### config.mk
export PLATFORM = sky130hd
export DESIGN_NAME = wctl_barrier_unit
export DESIGN_NICKNAME = d
export VERILOG_FILES = /design/src/rtl/wctl_barrier_unit_pkg.sv /design/src/rtl/wctl_barrier_slot.sv /design/src/rtl/wctl_barrier_unit.sv
export SDC_FILE = /design/constraint.sdc
export NUM_CORES = 1
export LEC_CHECK = 0
export ABC_AREA = 1
export CORE_MARGIN = 2
export CORE_UTILIZATION = 25
export CTS_BUF_LIST = sky130_fd_sc_hd__clkbuf_16
export CTS_CLUSTER_DIAMETER = 150
export DETAILED_ROUTE_END_ITERATION = 12
export PLACE_DENSITY = 0.49
export SLEW_MARGIN = 15
export SYNTH_ARGS = -nofsm -noshare
export SYNTH_HDL_FRONTEND = slang
export SYNTH_SLANG_ARGS = --single-unit
### constraint.sdc
create_clock -name clk -period 6.46 [get_ports clk]
set_input_delay 1.292 -clock clk [delete_from_list [all_inputs] [get_ports clk]]
set_output_delay 1.292 -clock clk [all_outputs]
set_load 0.05 [all_outputs]
### src/rtl/wctl_barrier_unit_pkg.sv
// Shared types and sizing for the warp-control barrier unit.
// Widths follow the global warp/barrier count defines so every consumer agrees.
`ifndef WCTL_NUM_WARPS
`define WCTL_NUM_WARPS 4
`endif
`ifndef WCTL_NUM_BARRIERS
`define WCTL_NUM_BARRIERS 4
`endif

package wctl_barrier_unit_pkg;

    localparam int NUM_WARPS    = `WCTL_NUM_WARPS;
    localparam int NUM_BARRIERS = `WCTL_NUM_BARRIERS;
    localparam int NW_BITS      = $clog2(NUM_WARPS);
    localparam int NB_BITS      = (NUM_BARRIERS > 1) ? $clog2(NUM_BARRIERS) : 1;

    typedef struct packed {
        logic [NW_BITS-1:0] wid;
        logic [NB_BITS-1:0] bar_id;
        logic [NW_BITS-1:0] size_m1;
    } bar_req_t;

    typedef struct packed {
        logic                 busy;
        logic [NW_BITS-1:0]   size;
        logic [NW_BITS-1:0]   count;
        logic [NUM_WARPS-1:0] mask;
    } slot_state_t;

    function automatic logic [NW_BITS:0] popcount(input logic [NUM_WARPS-1:0] v);
        logic [NW_BITS:0] n;
        n = '0;
        for (int i = 0; i < NUM_WARPS; i++) begin
            n = n + {{NW_BITS{1'b0}}, v[i]};
        end
        return n;
    endfunction

endpackage

### src/rtl/wctl_barrier_slot.sv
// One barrier slot: arrival table entry with deactivation pruning and
// a combinational release strobe for the cycle the closing arrival is accepted.
module wctl_barrier_slot
    import wctl_barrier_unit_pkg::*;
#(
    parameter int SLOT_ID = 0
) (
    input  logic                 clk,
    input  logic                 reset_n,
    input  logic                 accept,
    input  bar_req_t             req,
    input  logic [NUM_WARPS-1:0] warp_active,
    output logic [NUM_WARPS-1:0] stall_mask,
    output logic                 rel_strobe,
    output logic [NUM_WARPS-1:0] rel_mask,
    output logic                 err
);

    slot_state_t          st_q, st_d;
    logic                 hit;
    logic                 live_busy;
    logic [NUM_WARPS-1:0] live_mask;
    logic [NUM_WARPS-1:0] bit_w;
    logic [NW_BITS-1:0]   live_count;

    always_comb begin
        hit        = accept && (req.bar_id == NB_BITS'(SLOT_ID));
        bit_w      = {{(NUM_WARPS-1){1'b0}}, 1'b1} << req.wid;
        // Deactivated warps leave first; the arrival then sees the reduced table.
        live_mask  = st_q.mask & warp_active;
        live_busy  = st_q.busy && (live_mask != '0);
        live_count = st_q.count - NW_BITS'(popcount(st_q.mask & ~warp_active));

        st_d       = '0;
        rel_strobe = 1'b0;
        rel_mask   = '0;
        err        = 1'b0;
        if (live_busy) begin
            st_d.busy  = 1'b1;
            st_d.size  = st_q.size;
            st_d.count = live_count;
            st_d.mask  = live_mask;
        end

        if (hit) begin
            if (!warp_active[req.wid]) begin
                err = 1'b1;
            end else if (!live_busy) begin
                if (req.size_m1 == '0) begin
                    rel_strobe = 1'b1;
                    rel_mask   = bit_w;
                end else begin
                    st_d.busy  = 1'b1;
                    st_d.size  = req.size_m1;
                    st_d.count = '0;
                    st_d.mask  = bit_w;
                end
            end else if (live_mask[req.wid]) begin
                err = 1'b1;
            end else begin
                err = (req.size_m1 != st_q.size);
                if (live_count + NW_BITS'(1) == st_q.size) begin
                    rel_strobe = 1'b1;
                    rel_mask   = live_mask | bit_w;
                    st_d       = '0;
                end else begin
                    st_d.mask  = live_mask | bit_w;
                    st_d.count = live_count + NW_BITS'(1);
                end
            end
        end
    end

    always_ff @(posedge clk or negedge reset_n) begin
        if (!reset_n) begin
            st_q <= '0;
        end else begin
            st_q <= st_d;
        end
    end

    assign stall_mask = st_q.mask;

endmodule

### src/rtl/wctl_barrier_unit.sv
// Barrier arrival consumer: routes requests to slots, merges stall masks
// and registers the single-cycle release pulse back to the warp scheduler.
module wctl_barrier_unit
    import wctl_barrier_unit_pkg::*;
(
    input  logic                 clk,
    input  logic                 reset_n,
    input  logic                 req_valid,
    output logic                 req_ready,
    input  logic [NW_BITS-1:0]   req_wid,
    input  logic [NB_BITS-1:0]   req_bar_id,
    input  logic [NW_BITS-1:0]   req_size_m1,
    input  logic [NUM_WARPS-1:0] warp_active,
    output logic [NUM_WARPS-1:0] barrier_stalls,
    output logic                 release_valid,
    output logic [NB_BITS-1:0]   release_id,
    output logic [NUM_WARPS-1:0] release_mask,
    output logic                 error
);

    logic                 req_ready_q, req_ready_d;
    logic                 release_valid_q, release_valid_d;
    logic [NB_BITS-1:0]   release_id_q, release_id_d;
    logic [NUM_WARPS-1:0] release_mask_q, release_mask_d;
    logic                 error_q, error_d;

    logic                 accept;
    bar_req_t             req;
    logic [NUM_BARRIERS-1:0] slot_rel;
    logic [NUM_BARRIERS-1:0] slot_err;
    logic [NUM_WARPS-1:0]    slot_stall    [NUM_BARRIERS];
    logic [NUM_WARPS-1:0]    slot_rel_mask [NUM_BARRIERS];

    assign accept = req_valid && req_ready_q;
    assign req    = '{wid: req_wid, bar_id: req_bar_id, size_m1: req_size_m1};

    for (genvar g = 0; g < NUM_BARRIERS; g++) begin : g_slot
        wctl_barrier_slot #(.SLOT_ID(g)) u_slot (
            .clk         (clk),
            .reset_n     (reset_n),
            .accept      (accept),
            .req         (req),
            .warp_active (warp_active),
            .stall_mask  (slot_stall[g]),
            .rel_strobe  (slot_rel[g]),
            .rel_mask    (slot_rel_mask[g]),
            .err         (slot_err[g])
        );
    end

    always_comb begin
        req_ready_d     = 1'b1;
        release_valid_d = 1'b0;
        release_id_d    = '0;
        release_mask_d  = '0;
        error_d         = error_q | (|slot_err);
        barrier_stalls  = '0;
        // Only one request is accepted per cycle, so at most one slot strobes.
        for (int i = 0; i < NUM_BARRIERS; i++) begin
            barrier_stalls = barrier_stalls | slot_stall[i];
            if (slot_rel[i]) begin
                release_valid_d = 1'b1;
                release_id_d    = NB_BITS'(i);
                release_mask_d  = slot_rel_mask[i];
            end
        end
    end

    always_ff @(posedge clk or negedge reset_n) begin
        if (!reset_n) begin
            req_ready_q     <= 1'b0;
            release_valid_q <= 1'b0;
            release_id_q    <= '0;
            release_mask_q  <= '0;
            error_q         <= 1'b0;
        end else begin
            req_ready_q     <= req_ready_d;
            release_valid_q <= release_valid_d;
            release_id_q    <= release_id_d;
            release_mask_q  <= release_mask_d;
            error_q         <= error_d;
        end
    end

    assign req_ready     = req_ready_q;
    assign release_valid = release_valid_q;
    assign release_id    = release_id_q;
    assign release_mask  = release_mask_q;
    assign error         = error_q;

endmodule

======== Word level (Yosys, flattened, before mapping) ========
Index checks and enable logic that the tools add are counted.
operators by class
  shift-type cells ........................ 1
  muxes and demuxes ....................... 111
  reductions and logical operators ........ 16
  magnitude comparators ................... 1
  equal/unequal tests ..................... 11
  bitwise logic cells ..................... 17
  add/subtract/negate cells ............... 20
operators with widths
  kind                 number
  $mux 9               24
  $mux 4               25
  $mux 1               47
  $and 4x4->4          8
  $or 4x4->4           7
  $mux 6               4
  $add 2x1->2          8
  $reduce_bool 4->1    4
  $mux 3               4
  $bmux 1 s2           5
  $logic_and 1x1->1    9
  $add 1x1->2          4
  $add 2x1->2 const B  4
  $eq 2x2->1           4
  $ne 2x2->1           4
  $sub 2x2->2          4
  $eq 2x2->1 const B   2
  $logic_not 2->1      2
  $mux 2               2
  $not 4->4            1
  $reduce_or 4->1      1
  $shl 1x2->4 const A  1
  $lt 2x3->1 const B   1
  $eq 2x1->1 const B   1
  $or 1x1->1           1
word-level totals
  input bits .............................. 13
  logic and storage cells ................. 198
  output and inout port bits .............. 13
  register bits after elaboration ......... 45

======== Longest topological paths before layout ========
Gate-level depths: netlist of run 1.
  word-level depth ........................ 17
  gate-level depth with buffers ........... 20
  mapped depth without buffers ............ 20

======== By module ========
From an unflattened synthesis of run 1, not the netlist that was laid out.
second synthesis, totals
  cell total of the unflattened synthesis .. 682
  area, all modules ....................... 4,485.6 sq um
by module, submodules not included
  module                                 cells each  sequential area each (sq um)  area an instance (sq um)  instances
  wctl_barrier_slot at g_slot[1].u_slot  153         225.2                         1,009.7                   1
  wctl_barrier_slot at g_slot[2].u_slot  151         225.2                         998.5                     1
  wctl_barrier_slot at g_slot[0].u_slot  152         225.2                         997.2                     1
  wctl_barrier_slot at g_slot[3].u_slot  150         225.2                         988.4                     1
  wctl_barrier_unit                      76          225.2                         491.7                     1

======== Worst setup path before layout of run 1 ========
No wires, ideal clock.
  path type ............................... in2reg
  start ................................... in warp_active[1]
  end ..................................... reg g_slot[0].u_slot.st_q, in the netlist g_slot[0].u_slot.stall_mask[0]
  setup time .............................. 0.123 ns
  cell stages on the path ................. 15
  arrival ................................. 4.149 ns
  data required time ...................... 6.337 ns
  buffers on the path ..................... 1
  setup slack ............................. 2.188 ns
  cell sequence ........................... buf_2 > nor2_1 > fa_1 > inv_1 > fa_1 > inv_1 > fa_1 > inv_1 > nand3_1 > nand3b_1 > nand3_1 > o21ai_1 > nor2_1 > o21ai_0 > nand2_1
RTL lines
  element               line                     text
  from (decl)           wctl_barrier_unit.sv:13  input logic [NUM_WARPS-1:0] warp_active,
  to (signal assigned)  wctl_barrier_slot.sv:78  st_q <= st_d;
  to (decl)             wctl_barrier_slot.sv:19  slot_state_t st_q, st_d;

==> metrics.yaml, run 1 <==
cts_setup_buffers: 0
area_delta_synth_final_pct: 15.4
cts_buffer_depth: 2
synth_cells: 571
ys_async_sr_fraction_pct: 100
worstPathArrival_ns: 5.22
finalNetCount: 621
rsz0062_at_grt: "false"
grtUsageTotal_pct: 16.7
wl_met1_um: 5930
ys_warn_count: 0
ys_seq_area_share_pct: 29.3
clkTransAtPathRegs_ns: 0.07
synth_top_area_share_pct: 29.3
finClkSkew_ns: 0.00557
met2_length_um: 5820
die_w_um: 128
drive_above_1_share_pct: 8.04
viasPerCell: 5.04
drv_cap: 0
rr_worst_depth: 15
routed_wl_um: 13000
whs_path_depth: 2
vias: 3965
cts_resized: 0
fin_hold_ws_ns: 0.506
cts.sinks: 45
worst_pin_slew_ns: 0.637
start_kind: "input pin"
std_cell_rows: 45
synth_cell_types: 42
cts_htree_levels: 2
synth_area_leaders: "dfrtp_1 29%, nand2_1 13%, inv_1 8.3%, nor2_1 6.8%, fa_1 6.3%"
die_area_um2: 16400
slew_violations: 0
cp_max_fo: 10
r2r_end: "g_slot[0].u_slot.stall_mask[0]"
wl_per_cell_um: 16.5
drt_iter0_drc: 489
hold_viol: 0
power_density_nw_per_um2: 149
period_needed_ns: 5.03
drc: 0
post-synth-top-count-cell: "nand2_1"
seqCellArea_um2: 1130
grt_pass1_wl_um: 20900
overflow: 0
routed.top_layer: "met4"
final_util_pct: 29.4
endpoint: "g_slot[0].u_slot.stall_mask[0]"
run_status: "finished clean"
antenna_found_initial: 1
yosysTopAreaCell: "dfrtp_1"
ys_ff_latch: 45
max_freq_mhz: 199
hp-start: "error"
ios: 26
fin_crit_sh_pct: 77.9
ys_top_cells_by_count: "133 x nand2_1, 85 x inv_1, 70 x nor2_1"
leakagePower_nw: 2.08
synth_edf_count: 0
rr_startpoint: "g_slot[0].u_slot.stall_mask[1]"
ant_nets: 0
drt-pass1-iter-count: 5
ys.flop_type: "dfrtp_1"
min_path_type: "reg2reg"
ff2ff_setup_slack_ns: 2.76
grt_pass1_vias: 3793
cts-root-buf: "clkbuf_16"
cp-startpoint: "warp_active[1]"
cts_buffers: 5
wl_met3_um: 984
place_hpwl_um: 9790
crit_path_end_kind: "register"
synth_nets: 596
finalWeightedCongestion: 0.911
multi_input_area_um2: 2290
io_buffers: 25
cts_hold_buf: 0
required_ns: 6.65
criticalPathCategory: "in2reg"
syn-cell-area_um2: 3840
grt_max_degree: 46
clk-insertion-delay-late_ns: 0.31
ir_drop_mv: 0.0909
finalSetupViolCount: 0
fillCellCount: 1659
fp.dieH_um: 128
cts_tree: "done"
slew_headroom_pct: 57.5
syn_avg_cell_area_um2: 6.73
start_util_pct: 25.5
tns_ns: 0
core_area_um2: 15100
[critical path, stage by stage]
cell             delay, ns
clkdlybuf4s50_1       0.75
nor2_1                0.14
fa_1                  0.57
inv_1                 0.07
fa_1                  0.53
inv_1                 0.06
fa_1                  0.56
inv_1                 0.17
nand3_1               0.12
nand3b_1              0.10
nand3_1               0.11
o21ai_1               0.42
nor2_1                0.07
o21ai_0               0.17
nand2_1               0.07
[layout make-up]
class                      instances  area share, %
sequential                        45           25.4
inverter                          95           8.15
antenna                            1         0.0564
clock inverter                     3          0.395
timing repair buffer              30           6.37
multi-input combinational        419           51.5
tap                              188           5.30
clock buffer                       5           2.82
[worst min-delay path by stage]
stage | slack (ns) | end
after floorplan | 0.49 | g_slot[1].u_slot.stall_mask[0]
after global placement | 0.50 | error
after detailed placement | 0.49 | error
after CTS | 0.51 | error
after global routing | 0.57 | error
final | 0.51 | error
[stage by stage]
step / cells / instance area [µm²] / worst slack (ns) / total power [mW]
after detailed placement: 777 / 4290 / 1.19 / 0.396
after global placement: 777 / 4290 / 1.20 / 0.396
final: 786 / 4440 / 1.43 / 0.662
after global routing: 785 / 4430 / 1.03 / 0.689
after CTS: 785 / 4430 / 1.49 / 0.667
after floorplan: 571 / 3840 / 2.19 / 0.356
[power breakdown]
part | internal, mW | switching, mW | leakage, nW
registers | 0.285 | 0.00240 | 0.619
logic | 0.0304 | 0.0743 | 1.39
clock network | 0.143 | 0.128 | 0.0712
total | 0.458 | 0.205 | 2.08
[cell usage in the layout, fill, tap and decap left out, types with 2 or more instances in the layout]
master	count
o32ai_1	3
nand3_1	48
fa_1	12
xor2_1	6
a21oi_2	4
clkdlybuf4s50_1	24
dfrtp_1	45
nor3_1	9
nand2_2	5
nor2_1	70
inv_1	85
o31ai_1	12
clkbuf_16	5
nand2_4	3
nand3b_1	3
nand4_1	13
a21oi_1	18
nand3_2	3
buf_4	5
o21ai_0	29
xnor2_1	4
clkinv_1	4
inv_4	2
inv_2	5
nor2_4	4
a31oi_1	8
o22ai_1	12
nand2_1	133
o21a_1	4
nor2_2	5
[flip-flops by register name, indices dropped and copies added, names as in the netlist]
name and count:
g_slot.u_slot.st_q 20, g_slot.u_slot.stall_mask 16, release_mask 4, release_id 2, error 1, release_valid 1, req_ready 1
[cells by family after synthesis]
logic type                 Yosys count  synth area share [%]
AOI/OAI and AO/OA                   98                  15.9
xor gates and xnor gates            10                  2.28
adders and majority gates           12                  6.25
buffers and inverters              107                  11.2
DFF                                 45                  29.3
other                                1                0.0976
and+or+nand+nor                    298                  34.9
[routing by layer]
layer / GRT usage, % / vias to the layer above
met5: 0 / -
met1: 23.0 / 1883
met2: 25.7 / 149
met4: 5.24 / 0
li1: - / 1919
met3: 4.26 / 14
Note: power is estimated with default switching activity, not from simulation.
==> run 2, diff against run 1 <==
==> constraint.sdc (replaced) <==
create_clock -name clk -period 4.9 [get_ports clk]
set_input_delay 0.98 -clock clk [delete_from_list [all_inputs] [get_ports clk]]
set_output_delay 0.98 -clock clk [all_outputs]
set_load 0.05 [all_outputs]
==> run 2 against run 1 <==
Sequential power increased by 32%. Count of clock-buffer cells in the layout unchanged. Sequential cell count unchanged. Power increased by 39%. First-iteration DRC count decreased by 28%. Cell count increased by 0.25%. Combinational power increased by 33%. Core utilization increased by 0.32 points.
==> metrics.yaml, run 2 (same netlist as run 1, synthesis figures left out) <==
cts.sinks: 45
wl_per_cell_um: 16.7
power_density_nw_per_um2: 206
crit_cells: 16
min_path_type: "reg2reg"
cts-root-buf: "clkbuf_16"
vias: 3952
r2r_end: "release_mask[1]"
cts_setup_buffers: 0
cp_top_family: "adder cells"
die_w_um: 128
viasPerCell: 5.02
rr_worst_depth: 16
cts_resized: 0
drc: 0
ant_nets: 0
period_needed_ns: 4.62
top_register: "g_slot.u_slot.st_q"
required_ns: 5.10
largest_register_ffs: 20
crit_top_cell: "nand2_1"
area_delta_synth_final_pct: 16.7
leakagePower_nw: 2.11
cp-startpoint: "warp_active[2]"
tns_ns: 0
finClkSkew_ns: 0.00697
endpoint: "release_mask[1]"
worst_slack_ns: 0.282
grt_pass1_wl_um: 21100
start_kind: "input pin"
drt_iter0_drc: 350
crit_chain: "clkdlybuf4s50_1, nor2_1, fa_1, inv_1, fa_1, inv_1, fa_1, nand3_1, nand3_1, nand3_2, a21oi_2, nand2_1, nand2_1, inv_1, nand2_1, nand2_1"
grt_pass1_vias: 3765
drt-pass1-iter-count: 5
placed_cells: 780
die_area_um2: 16400
antenna_found_initial: 0
place_hpwl_um: 10100
path_buf_inv: 4
fin_crit_sh_pct: 94.3
max_freq_mhz: 217
intPower_mw: 0.657
rsz0062_at_grt: "false"
hold_viol: 0
routed_wl_um: 13100
layout.cells.non_filler: 788
ir_drop_mv: 0.114
pwr-share-clk_pct: 43.9
fin_area_um2: 4480
cts_htree_levels: 2
antenna_cells: 0
drv_cap: 0
worst_pin_slew_ns: 0.659
final_cell_mix: "133 x nand2_1, 85 x inv_1, 70 x nor2_1"
seq_power_share_pct: 41.0
clk-insertion-delay-late_ns: 0.31
ios: 26
wl_met3_um: 977
core_area_um2: 15100
start_util_pct: 25.5
crit_path_end_kind: "register"
met2_length_um: 5780
clkTransAtPathRegs_ns: 0.07
switching_share_pct: 28.9
drive_above_1_share_pct: 8.67
place_ws_ns: -0.0233
grt_max_degree: 46
slew_violations: 0
finalNetCount: 624
slew_headroom_pct: 55.8
finalWeightedCongestion: 0.956
cts_buffer_depth: 2
io_buffers: 25
switching_power_mw: 0.267
worstPathArrival_ns: 4.82
final_util_pct: 29.7
fin_hold_ws_ns: 0.532
max_stage_delay_ns: 0.74
finalSetupViolCount: 0
std_cell_rows: 45
total_power_mw: 0.924
grtUsageTotal_pct: 16.8
mostFrequentLayoutCell: "nand2_1"
dpl_cell_area_um2: 4310
run_status: "finished clean"
cts_buffers: 5
slowest_stage: "clkdlybuf4s50_1"
criticalPathCategory: "in2reg"
cp_max_fo: 10
rr_startpoint: "g_slot[2].u_slot.stall_mask[1]"
wl_met1_um: 6070
fp.dieH_um: 128
power.share.combinational_pct: 15.1
routed.top_layer: "met4"
cts_tree: "done"
ff2ff_setup_slack_ns: 1.23
cts_hold_buf: 0
overflow: 0
==> run 2: changes by cell type in the layout (fill, tap and decap cells not counted) <==
cell / delta
bufinv_16: +1
buf_4: +3
o21ai_2: +1
clkinv_4: -1
clkinv_2: -1
clkinvlp_4: +1
diode_2: -1
o21ai_1: -1
==> run 2: power groups by stage <==
stage	registers, mW	logic [mW]	clock network, mW
floorplan	0.390	0.0796	0
global placement	0.386	0.139	0
detailed placement	0.386	0.139	0
CTS	0.379	0.139	0.417
global route	0.379	0.154	0.428
finish	0.379	0.140	0.405
==> run 2: how the worst min path moves through the flow <==
stage	slack [ns]	end	depth (start not counted)	from
final	0.53	error	2	error
after detailed placement	0.48	error	2	error
after CTS	0.52	error	2	error
after global placement	0.50	error	2	error
after floorplan	0.49	g_slot[1].u_slot.stall_mask[0]	2	g_slot[1].u_slot.st_q[8]
after global routing	0.58	error	2	error
==> run 2: final cells by class <==
class	instances	area, µm²
repair buffers	33	305
inverters	95	362
clock buffers	5	125
well taps	188	235
fillers	1691	10600
flip-flops and latches	45	1130
multi-input cells	419	2290
clock inverters	3	41.3
==> run 2: worst register-to-register path: stages (launching register included) <==
cell,delay [ns]
dfrtp_1,0.37
inv_1,0.12
nor2_1,0.08
fa_1,0.56
inv_1,0.06
fa_1,0.53
inv_1,0.05
fa_1,0.67
nand3_1,0.14
nand3_1,0.14
nand3_2,0.19
a21oi_2,0.34
nand2_1,0.12
nand2_1,0.08
inv_1,0.04
nand2_1,0.05
nand2_1,0.04
==> run 2: per-layer routing <==
layer,vias up,GRT usage (%)
met5,-,0
met4,0,5.88
met3,21,2.96
met2,137,25.6
met1,1880,23.9
li1,1914,-
==> run 3, diff against run 2 <==
--- a/config.mk
+++ b/config.mk
@@ -11,6 +11,7 @@
 export CTS_BUF_LIST = sky130_fd_sc_hd__clkbuf_16
 export CTS_CLUSTER_DIAMETER = 150
 export DETAILED_ROUTE_END_ITERATION = 12
+export GPL_TIMING_DRIVEN = 1
 export PLACE_DENSITY = 0.49
 export SLEW_MARGIN = 15
 export SYNTH_ARGS = -nofsm -noshare
==> results of run 3 <==
Final layout, timing and power as in run 2 (identical DEF).
